### config.mk
export PLATFORM = sky130hd
export DESIGN_NAME = booth_mult_seq_flat
export DESIGN_NICKNAME = d
export VERILOG_FILES = /design/src/rtl/booth_mult_seq_pkg.sv /design/src/rtl/booth_mult_seq_if.sv /design/src/rtl/booth_mult_seq_booth_step.sv /design/src/rtl/booth_mult_seq.sv /design/src/flat_wrapper.sv
export SDC_FILE = /design/constraint.sdc
export NUM_CORES = 1
export LEC_CHECK = 0
export ABC_AREA = 1
export CORE_MARGIN = 4
export CORE_UTILIZATION = 50
export DETAILED_ROUTE_END_ITERATION = 10
export PLACE_DENSITY = 0.78
export REMOVE_ABC_BUFFERS = 1
export SYNTH_ARGS = -nofsm -noshare
export SYNTH_HDL_FRONTEND = slang
export SYNTH_SLANG_ARGS = --single-unit
export TNS_END_PERCENT = 100
### constraint.sdc
create_clock -name clk -period 5.1 [get_ports clk]
set_input_delay 0.765 -clock clk [delete_from_list [all_inputs] [get_ports clk]]
set_output_delay 0.765 -clock clk [all_outputs]
set_load 0.005 [all_outputs]
### src/rtl/booth_mult_seq_pkg.sv
// mult_pkg: shared types and sizing helpers for the sequential Booth multiplier.
//   state_t      - FSM state encoding (IDLE, RUN, DONE)
//   iter_count() - number of Booth steps for a given operand width
//   cnt_width()  - bits needed by the iteration counter for a given width
package mult_pkg;

  typedef enum logic [1:0] {
    IDLE = 2'd0,
    RUN  = 2'd1,
    DONE = 2'd2
  } state_t;

  // Operands are extended by one bit so signed and unsigned share the datapath,
  // hence one extra step beyond the operand width.
  function automatic int iter_count(input int width);
    return width + 1;
  endfunction

  function automatic int cnt_width(input int width);
    return $clog2(width + 2);
  endfunction

  localparam int DEFAULT_WIDTH = 32;
  localparam int DEFAULT_CNT_W = $clog2(DEFAULT_WIDTH + 2);

endpackage

### src/rtl/booth_mult_seq_if.sv
// booth_mult_seq_if: start/done handshake and operand/result bus of the multiplier.
//   start, is_signed, a, b : request side (control unit -> multiplier)
//   busy, done, hi, lo     : status and HI/LO result (multiplier -> datapath)
// Modports: master = control unit / datapath, slave = multiplier.
interface booth_mult_seq_if #(
  parameter int WIDTH = 32
);
  logic             start;
  logic             is_signed;
  logic [WIDTH-1:0] a;
  logic [WIDTH-1:0] b;
  logic             busy;
  logic             done;
  logic [WIDTH-1:0] hi;
  logic [WIDTH-1:0] lo;

  modport master (
    output start, is_signed, a, b,
    input  busy, done, hi, lo
  );

  modport slave (
    input  start, is_signed, a, b,
    output busy, done, hi, lo
  );
endinterface

### src/rtl/booth_mult_seq_booth_step.sv
// booth_step: one combinational radix-2 Booth iteration on (WIDTH+1)-bit operands.
//   acc_i/acc_o   : WIDTH+2-bit upper accumulator (one guard bit, so add/sub never overflows)
//   mplr_i/mplr_o : WIDTH+1-bit multiplier, shifted right each step
//   qm1_i/qm1_o   : Booth residual bit Q-1
//   mcand_i       : WIDTH+1-bit extended multiplicand
module booth_step #(
  parameter int WIDTH = 32
) (
  input  logic [WIDTH+1:0] acc_i,
  input  logic [WIDTH:0]   mplr_i,
  input  logic             qm1_i,
  input  logic [WIDTH:0]   mcand_i,
  output logic [WIDTH+1:0] acc_o,
  output logic [WIDTH:0]   mplr_o,
  output logic             qm1_o
);

  logic [WIDTH+1:0] mcand_ext;
  logic [WIDTH+1:0] sum;

  always_comb begin
    mcand_ext = {mcand_i[WIDTH], mcand_i};
    case ({mplr_i[0], qm1_i})
      2'b01:   sum = acc_i + mcand_ext;
      2'b10:   sum = acc_i - mcand_ext;
      default: sum = acc_i;
    endcase
    // Arithmetic right shift of {acc, mplr, qm1} as one long word.
    acc_o  = {sum[WIDTH+1], sum[WIDTH+1:1]};
    mplr_o = {sum[0], mplr_i[WIDTH:1]};
    qm1_o  = mplr_i[0];
  end

endmodule

### src/rtl/booth_mult_seq.sv
// booth_mult_seq: sequential radix-2 Booth multiplier for mult/multu.
//   clk   : rising-edge clock
//   reset : synchronous active-high reset
//   bus   : slave side of booth_mult_seq_if (start/is_signed/a/b in, busy/done/hi/lo out)
// One Booth step per cycle for WIDTH+1 cycles; the product lands in HI/LO on the
// RUN->DONE edge and is held there until the next completion or reset.
//
// state | meaning
// IDLE  | waiting for start
// RUN   | iterating Booth steps, busy=1
// DONE  | hi/lo just updated, done=1; start here launches the next operation
module booth_mult_seq
  import mult_pkg::*;
#(
  parameter int WIDTH = 32
) (
  input logic             clk,
  input logic             reset,
  booth_mult_seq_if.slave bus
);

  localparam int              ITER     = iter_count(WIDTH);
  localparam int              CNT_W    = cnt_width(WIDTH);
  localparam logic [CNT_W-1:0] CNT_LAST = CNT_W'(ITER - 1);

  state_t           state_q, state_d;
  logic [WIDTH+1:0] acc_q, acc_d;
  logic [WIDTH:0]   mplr_q, mplr_d;
  logic             qm1_q, qm1_d;
  logic [WIDTH:0]   mcand_q, mcand_d;
  logic [CNT_W-1:0] cnt_q, cnt_d;
  logic [WIDTH-1:0] hi_q, hi_d;
  logic [WIDTH-1:0] lo_q, lo_d;

  logic [WIDTH+1:0] step_acc;
  logic [WIDTH:0]   step_mplr;
  logic             step_qm1;

  booth_step #(.WIDTH(WIDTH)) u_step (
    .acc_i   (acc_q),
    .mplr_i  (mplr_q),
    .qm1_i   (qm1_q),
    .mcand_i (mcand_q),
    .acc_o   (step_acc),
    .mplr_o  (step_mplr),
    .qm1_o   (step_qm1)
  );

  always_comb begin
    state_d = state_q;
    acc_d   = acc_q;
    mplr_d  = mplr_q;
    qm1_d   = qm1_q;
    mcand_d = mcand_q;
    cnt_d   = cnt_q;
    hi_d    = hi_q;
    lo_d    = lo_q;
    case (state_q)
      RUN: begin
        acc_d  = step_acc;
        mplr_d = step_mplr;
        qm1_d  = step_qm1;
        cnt_d  = cnt_q + CNT_W'(1);
        if (cnt_q == CNT_LAST) begin
          state_d = DONE;
          // Low 2*WIDTH bits of the 2*(WIDTH+1)-bit product {acc[WIDTH:0], mplr}.
          hi_d    = {step_acc[WIDTH-2:0], step_mplr[WIDTH]};
          lo_d    = step_mplr[WIDTH-1:0];
        end
      end
      default: begin
        // IDLE and DONE both fall back to IDLE unless a new request arrives.
        state_d = IDLE;
        if (bus.start) begin
          state_d = RUN;
          mcand_d = {bus.is_signed & bus.a[WIDTH-1], bus.a};
          mplr_d  = {bus.is_signed & bus.b[WIDTH-1], bus.b};
          acc_d   = '0;
          qm1_d   = 1'b0;
          cnt_d   = '0;
        end
      end
    endcase
  end

  always_ff @(posedge clk) begin
    if (reset) begin
      state_q <= IDLE;
      acc_q   <= '0;
      mplr_q  <= '0;
      qm1_q   <= 1'b0;
      mcand_q <= '0;
      cnt_q   <= '0;
      hi_q    <= '0;
      lo_q    <= '0;
    end else begin
      state_q <= state_d;
      acc_q   <= acc_d;
      mplr_q  <= mplr_d;
      qm1_q   <= qm1_d;
      mcand_q <= mcand_d;
      cnt_q   <= cnt_d;
      hi_q    <= hi_d;
      lo_q    <= lo_d;
    end
  end

  assign bus.busy = (state_q == RUN);
  assign bus.done = (state_q == DONE);
  assign bus.hi   = hi_q;
  assign bus.lo   = lo_q;

endmodule

### src/flat_wrapper.sv
// flat-port wrapper written by rule: the top's interface ports become plain ports
module booth_mult_seq_flat import mult_pkg::*;
#(
  parameter int WIDTH = 32
)
  (clk, reset, bus_start, bus_is_signed, bus_a, bus_b, bus_busy, bus_done, bus_hi, bus_lo);
  booth_mult_seq_if #(.WIDTH(WIDTH)) bus_i ();
  input logic clk;
  input logic reset;
  input wire logic [$bits(bus_i.start)-1:0] bus_start;
  input wire logic [$bits(bus_i.is_signed)-1:0] bus_is_signed;
  input wire logic [$bits(bus_i.a)-1:0] bus_a;
  input wire logic [$bits(bus_i.b)-1:0] bus_b;
  output wire logic [$bits(bus_i.busy)-1:0] bus_busy;
  output wire logic [$bits(bus_i.done)-1:0] bus_done;
  output wire logic [$bits(bus_i.hi)-1:0] bus_hi;
  output wire logic [$bits(bus_i.lo)-1:0] bus_lo;
  assign bus_i.start = bus_start;
  assign bus_i.is_signed = bus_is_signed;
  assign bus_i.a = bus_a;
  assign bus_i.b = bus_b;
  assign bus_busy = bus_i.busy;
  assign bus_done = bus_i.done;
  assign bus_hi = bus_i.hi;
  assign bus_lo = bus_i.lo;
  booth_mult_seq #(.WIDTH(WIDTH)) u_core (.clk(clk), .reset(reset), .bus(bus_i));
endmodule
# Word level (Yosys, flattened, before mapping)
# Cells that the tools add are included.
dict set report word_totals {
  ff_bits 173
  in_bits 68
  elab_cells 35
  out_inout_bits 66
}
dict set report classes {
  addsub 3
  eq_ne 6
  reduce_logical 3
  n_bitwise 3
  muxes 12
}
# op count
set op_table {}
lappend op_table {{34-bit two-way mux} 2}
lappend op_table {{34-bit case mux with 2 select lines} 1}
lappend op_table {{33-bit two-way mux} 2}
lappend op_table {{34-bit adder} 1}
lappend op_table {{34-bit subtractor} 1}
lappend op_table {{6-bit two-way mux} 2}
lappend op_table {{6-bit by 1-bit adder with 6-bit output, second input constant} 1}
lappend op_table {{6-bit == test, second input constant} 1}
lappend op_table {{2-bit by 1-bit == test with 1-bit output, second input constant} 2}
lappend op_table {{2-bit == test, second input constant} 2}
lappend op_table {{2-bit two-way mux} 2}
lappend op_table {{2-bit AND reduction} 2}
lappend op_table {{1-bit two-way mux} 3}
lappend op_table {{1-bit bitwise AND} 2}
lappend op_table {{2-bit by 1-bit != test with 1-bit output, second input constant} 1}
lappend op_table {{2-bit nonzero test} 1}
lappend op_table {{1-bit NOT} 1}

# Depth between registers and ports, before layout
dict set report depth {
  depth_word 3
  depth_mapped 23
}

# Hierarchy
# From an unflattened synthesis, not the netlist that was laid out.
dict set report unflattened {
  hier_cells 1630
  area_unflattened_um2 10442.5
}
# mod instances seq_area_each_um2 area_each_um2 cells_each
set modules_own_cells {}
lappend modules_own_cells {booth_mult_seq 1 3463.3 6503.7 882}
lappend modules_own_cells {booth_step 1 0.0 3938.8 748}

# Least setup slack after synthesis
# Ideal clock, no wire load.
dict set report synth_timing {
  kind {register to register}
  start {reg u_core.mcand_q[0]}
  end {reg u_core.acc_q[32]}
  synth_period_minus_slack_ps 2759
  arrival_ps 2650
  path_stages_with_launch 23
  slack_ps 2341
  cell_sequence {dfxtp_1 inv_1 ha_1 nand3_2 nor2_4 nand3_4 o21ai_4 nand2_2 nor2_4 nand2_1 xor2_1 ha_1 nand2_1 nand2_1 nand2_1 and2_1 or2_1 nand3_1 a21oi_1 nand2_1 nand3_1 nand2_1 inv_1}
}
dict set report synth_via {
  elab_chain_len 3
  word_cells_on_any_way 4
  classes_between {2 x add/sub; 2 x mux}
}
# element line
set synth_lines {}
lappend synth_lines {{start, declared} booth_mult_seq.sv:30} ;# logic [WIDTH:0] mcand_q, mcand_d;
lappend synth_lines {{start signal, assigned} booth_mult_seq.sv:101} ;# mcand_q <= mcand_d;
lappend synth_lines {{34-bit subtractor / 34-bit adder (equally long branches)} {booth_mult_seq_booth_step.sv:25, booth_mult_seq_booth_step.sv:24}}
lappend synth_lines {{34-bit case mux with 2 select lines (*)} booth_mult_seq_booth_step.sv:23} ;# case ({mplr_i[0], qm1_i})
lappend synth_lines {{34-bit two-way mux (*)} booth_mult_seq.sv:58} ;# case (state_q)
lappend synth_lines {{end signal, assigned} booth_mult_seq.sv:89} ;# acc_q <= '0;
lappend synth_lines {{end signal, assigned} booth_mult_seq.sv:98} ;# acc_q <= acc_d;
lappend synth_lines {{end, declared} booth_mult_seq.sv:27} ;# logic [WIDTH+1:0] acc_q, acc_d;
# Mark *: on every way between the ends. The rest lies on a longest branch, timed or not.
# A chain may end at the register's enable or synchronous reset.

# Worst setup path in the final report
dict set report layout_timing {
  start {reg u_core.qm1_q}
  end {reg u_core.acc_q[28]}
}
dict set report layout_via {
  elab_chain_len 3
  word_cells_on_any_way 4
  classes_between {2 x eq/ne; 2 x mux}
}
# element line
set layout_lines {}
lappend layout_lines {{start, declared} booth_mult_seq.sv:29} ;# logic qm1_q, qm1_d;
lappend layout_lines {{start signal, assigned} booth_mult_seq.sv:100} ;# qm1_q <= qm1_d;
lappend layout_lines {{2-bit == test / 2-bit by 1-bit == test with 1-bit output (equally long branches)} booth_mult_seq_booth_step.sv:23}
lappend layout_lines {{34-bit case mux with 2 select lines (*)} booth_mult_seq_booth_step.sv:23}
lappend layout_lines {{34-bit two-way mux (*)} booth_mult_seq.sv:58}
# Marks and branches as above.

==> results by stage <==
Run status:
- The run finished with clean final reports.

Synthesis:
- Summing every instance area after synthesis gives 0.0102 mm^2.
- The average cell area after synthesis is 6.50 um^2.
- The primary flip-flop cell chosen by synthesis mapping is dfxtp_1.
- Yosys mapped a number of flops with a built-in enable equal to 0.
- The proportion of register bits with asynchronous set or reset after synthesis is 0.
- The number of storage elements in the synthesis netlist is 172.
- The number of distinct standard cells referenced by the synthesized netlist is 47.
- Of the synthesized area, sequential elements account for 0.338.
- The number of warnings printed during yosys synthesis is 0.
- Synthesis produced 1569 cells.

Setup path:
- The setup path with the least slack is of type flop to flop.
- At the worst endpoint, the required time is 5410 ps.
- The number of cells on the worst reg-to-reg path is 21.
- The startpoint type of the worst setup path is a flop.
- The data arrival time of the critical path is 3920 ps.
- In this run the worst path has a maximum fanout of 24.
- The worst register-to-register path has a setup slack of 1490 ps.
- The worst register-to-register path ends at u_core.acc_q[28].
- The type of destination of the critical path is a flop.
- The launch point of the worst reg-to-reg path is u_core.qm1_q.

Timing:
- The count of pins over their slew limit was 0.
- The clock period minus worst slack is 3610 ps.
- The final total negative setup slack is 0 ps.
- Setup repair after global routing left no endpoint under its margin.
- The worst-margin pin slew is 1110 ps.
- The ratio of final minimum period to clock period is 0.708.
- The fmax is 277 MHz.
- The worst setup margin is 1490 ps.
- The worst clock skew is 10.6 ps.
- The total count of hold-check failures in the final report is 0.
- Setup violations remaining at the end of the flow were counted as 0.
- In this run the tightest slew margin relative to its limit is 0.262.
- Across all hold checks on the routed design, the worst slack comes to 450 ps.

Drt:
- The iteration count of the initial detailed-routing pass is 5.
- The final route contains 10100 vias.
- The per-cell via count in the routed design is 5.17.
- The detailed router finished its first iteration with 724 violations.
- Dividing the detail-routed wire length by the instance count gives 14.9 um.
- In the routed design, unresolved DRC markers number 0.
- In this run the remaining antenna-violating nets after routing total 0.
- The final layout contains routed wiring with a total length of 29100 um.

Placement:
- The routability congestion estimate is 0.964.
- The count of buffers from port buffering is 133.
- The count of placed standard cells including taps is 1921.
- The detailed-placement wirelength estimate is 21600 um.
- Before CTS, the worst setup slack after placement is 1540 ps.

Clocking:
- CTS built an H-tree with a depth of 4.
- The CTS tree is done.
- Post-CTS repair changed the size of 0 cells.
- TritonCTS created 17 clock buffers.
- The number of buffers inserted for hold repair after clock tree synthesis is 0.
- CTS saw 172 sinks.
- The clock tree buffer depth is 2.
- The clock slew seen by the registers of the worst setup and hold paths is 70 ps.
- Buffers added to address setup during post-CTS repair amount to 0.
- The tree is rooted in a clkbuf_16.
- Clock latency on the worst-skew pair, taken at its later pin, is 440 ps.

Worst hold path:
- The number of instances on the worst hold path is 2.
- The beginning of the worst hold path is u_core.bus.hi[31].
- The path category of the worst min-delay check is flop to flop.
- The end point of the worst hold path is u_core.bus.hi[31].

Power and ir drop:
- The net switching power of the design is 0.00110 W.
- The maximum vdd drop is 0.227 mV.
- Of the total power, the share spent switching nets is 0.319.
- The part of the power in combinational logic is 0.208.
- The cell area power density is 281 mW/mm^2.
- The part of the total power dissipated in the clock network is 0.380.
- The part of the total power dissipated in sequential elements is 0.413.
- The leakage dissipation is 5.77 nW.
- The internal power is 0.00235 W.

Layout:
- The area growth from synthesis to layout is 20.2%.
- The net count reported at finish is 1781.
- For this run, the share of the core covered by cells in the final layout is 0.620.
- The fraction of final layout cells with drive strength greater than 1 is 0.0688.
- The library cells used most frequently in the layout, excluding fill and tap cells, are 465 x nand2_1, 252 x inv_1, 172 x dfxtp_1.
- The count of antenna diodes in the layout is 0.
- The fill cell total of the finished layout is 1849.
- The sequential cells in the finished layout cover a total of 0.00344 mm^2.
- In the final layout, the multi-input gates occupy 0.00553 mm^2.
- The most common library cell in the layout ignoring fill and taps is nand2_1.
- Leaving out filler cells and counting taps, the final layout contains 1952.

Die:
- The die is 151 um wide.
- In this run the vertical extent of the chip is 151 um.
- In this run the standard cell core region covers 0.0198 mm^2.
- The die covers 0.0227 mm^2.
- The effective utilization at floorplan is 0.515.
- 134 I/O pins were placed.
- The initialized floorplan defines 51 standard-cell rows.

Global route:
- The number of global-route vias before repair came to 9529.
- After global routing the overflow that remains totals 0.
- The wire length of the first global-routing pass is 47200 um.
- Across every metal layer, demand over resource in global routing totals 0.260.
- The number of antenna violations at the first check in global routing was 0.
- The pin count of the biggest net entering global routing is 64.

Flow run:
- The count of maximum capacitance violations is 0.
[flip-flops by register name, summed over array words and instances (netlist names)]
name and cells:
u_core.mplr_q 33, u_core.state_q 2, u_core.qm1_q 1, u_core.bus.hi 32, u_core.mcand_q 33, u_core.bus.lo 32
u_core.acc_q 33, u_core.cnt_q 6
[worst max-delay path, stage by stage, from the launching register on]
cell     delay (ps)
dfxtp_1         330
inv_1            40
ha_1            160
buf_4           190
inv_1           490
o21ai_0         240
nand2_2         160
nor2_4           50
nand2_1         100
xor2_1          230
ha_1            340
nand2_1         120
nand2_1          70
nand2_1          60
and2_1          160
nand2_1          70
a21oi_1         250
nand2_1         100
nand2_1          80
nand3_2          70
nand3_2         100
a21oi_2          60
[power groups by stage]
stage	Sequential, W	Clock (W)	Combinational [W]
floorplan	0.00144	0	0.000491
global placement	0.00145	0	0.000694
detailed placement	0.00145	0	0.000706
CTS	0.00142	0.00132	0.000710
global route	0.00143	0.00138	0.000803
finish	0.00142	0.00131	0.000717
[how the worst max path moves through the flow]
| stage | start | endpoint | slack [ps] | depth (start not counted) |
|---|---|---|---|---|
| after floorplan | u_core.state_q[1] | u_core.mplr_q[11] | 1710 | 8 |
| after global placement | u_core.qm1_q | u_core.acc_q[28] | 1620 | 21 |
| after detailed placement | u_core.qm1_q | u_core.acc_q[28] | 1540 | 21 |
| after CTS | u_core.qm1_q | u_core.acc_q[28] | 1520 | 21 |
| after global routing | u_core.qm1_q | u_core.acc_q[28] | 1160 | 21 |
| final | u_core.qm1_q | u_core.acc_q[28] | 1490 | 21 |
[synthesized netlist by cell type, types with 2 or more instances]
cell type / n / area [um^2]
nand2_1: 465 / 1750
xnor2_1: 10 / 87.6
o21ai_1: 18 / 90.1
buf_4: 2 / 15.0
a22oi_1: 19 / 143
nor2_4: 4 / 45.0
o22ai_1: 7 / 43.8
or2_1: 7 / 43.8
nand3b_1: 2 / 15.0
a21oi_1: 88 / 440
a22o_1: 2 / 17.5
nor2_1: 93 / 349
and2_1: 5 / 31.3
clkbuf_1: 26 / 97.6
buf_2: 25 / 125
nand3_2: 15 / 150
inv_2: 6 / 22.5
o21ai_0: 92 / 460
buf_1: 3 / 11.3
ha_1: 37 / 463
inv_1: 253 / 950
nand2_2: 13 / 81.3
dfxtp_1: 172 / 3440
o21bai_1: 2 / 15.0
o221ai_1: 11 / 96.3
nand3_1: 88 / 440
nor4_1: 4 / 25.0
or2_2: 23 / 144
nor2_2: 6 / 37.5
xor2_1: 30 / 263
a21oi_2: 2 / 17.5
nor3_1: 15 / 75.1
o211ai_1: 2 / 15.0
nand4_1: 9 / 56.3
[layout make-up]
class                      count  share of cell area
inverter                     259              0.0793
sequential                   172               0.281
tap                          265              0.0270
clock inverter                12              0.0105
multi-input combinational   1082               0.451
timing repair buffer         143               0.115
clock buffer                  19              0.0361
[layer usage]
| layer | global-route usage | vias up | share of wire |
|---|---|---|---|
| met5 | 0 | - | 0 |
| met2 | 0.428 | 358 | 0.46 |
| met4 | 0.0757 | 0 | 0.018 |
| li1 | - | 5159 | - |
| met1 | 0.332 | 4534 | 0.43 |
| met3 | 0.0745 | 38 | 0.088 |
[logic make-up after synthesis]
group / synth area share
xor+xnor: 0.0344
flops: 0.338
buf+inv: 0.120
simple gates: 0.322
compound gates: 0.138
fa+ha+maj: 0.0474
[stage by stage]
stage / area, um^2 / total power, W
finish: 12300 / 0.00345
global route: 12300 / 0.00361
CTS: 12300 / 0.00345
detailed placement: 11700 / 0.00216
global placement: 11700 / 0.00214
floorplan: 9950 / 0.00193
Note: power is estimated with default switching activity, not from simulation.
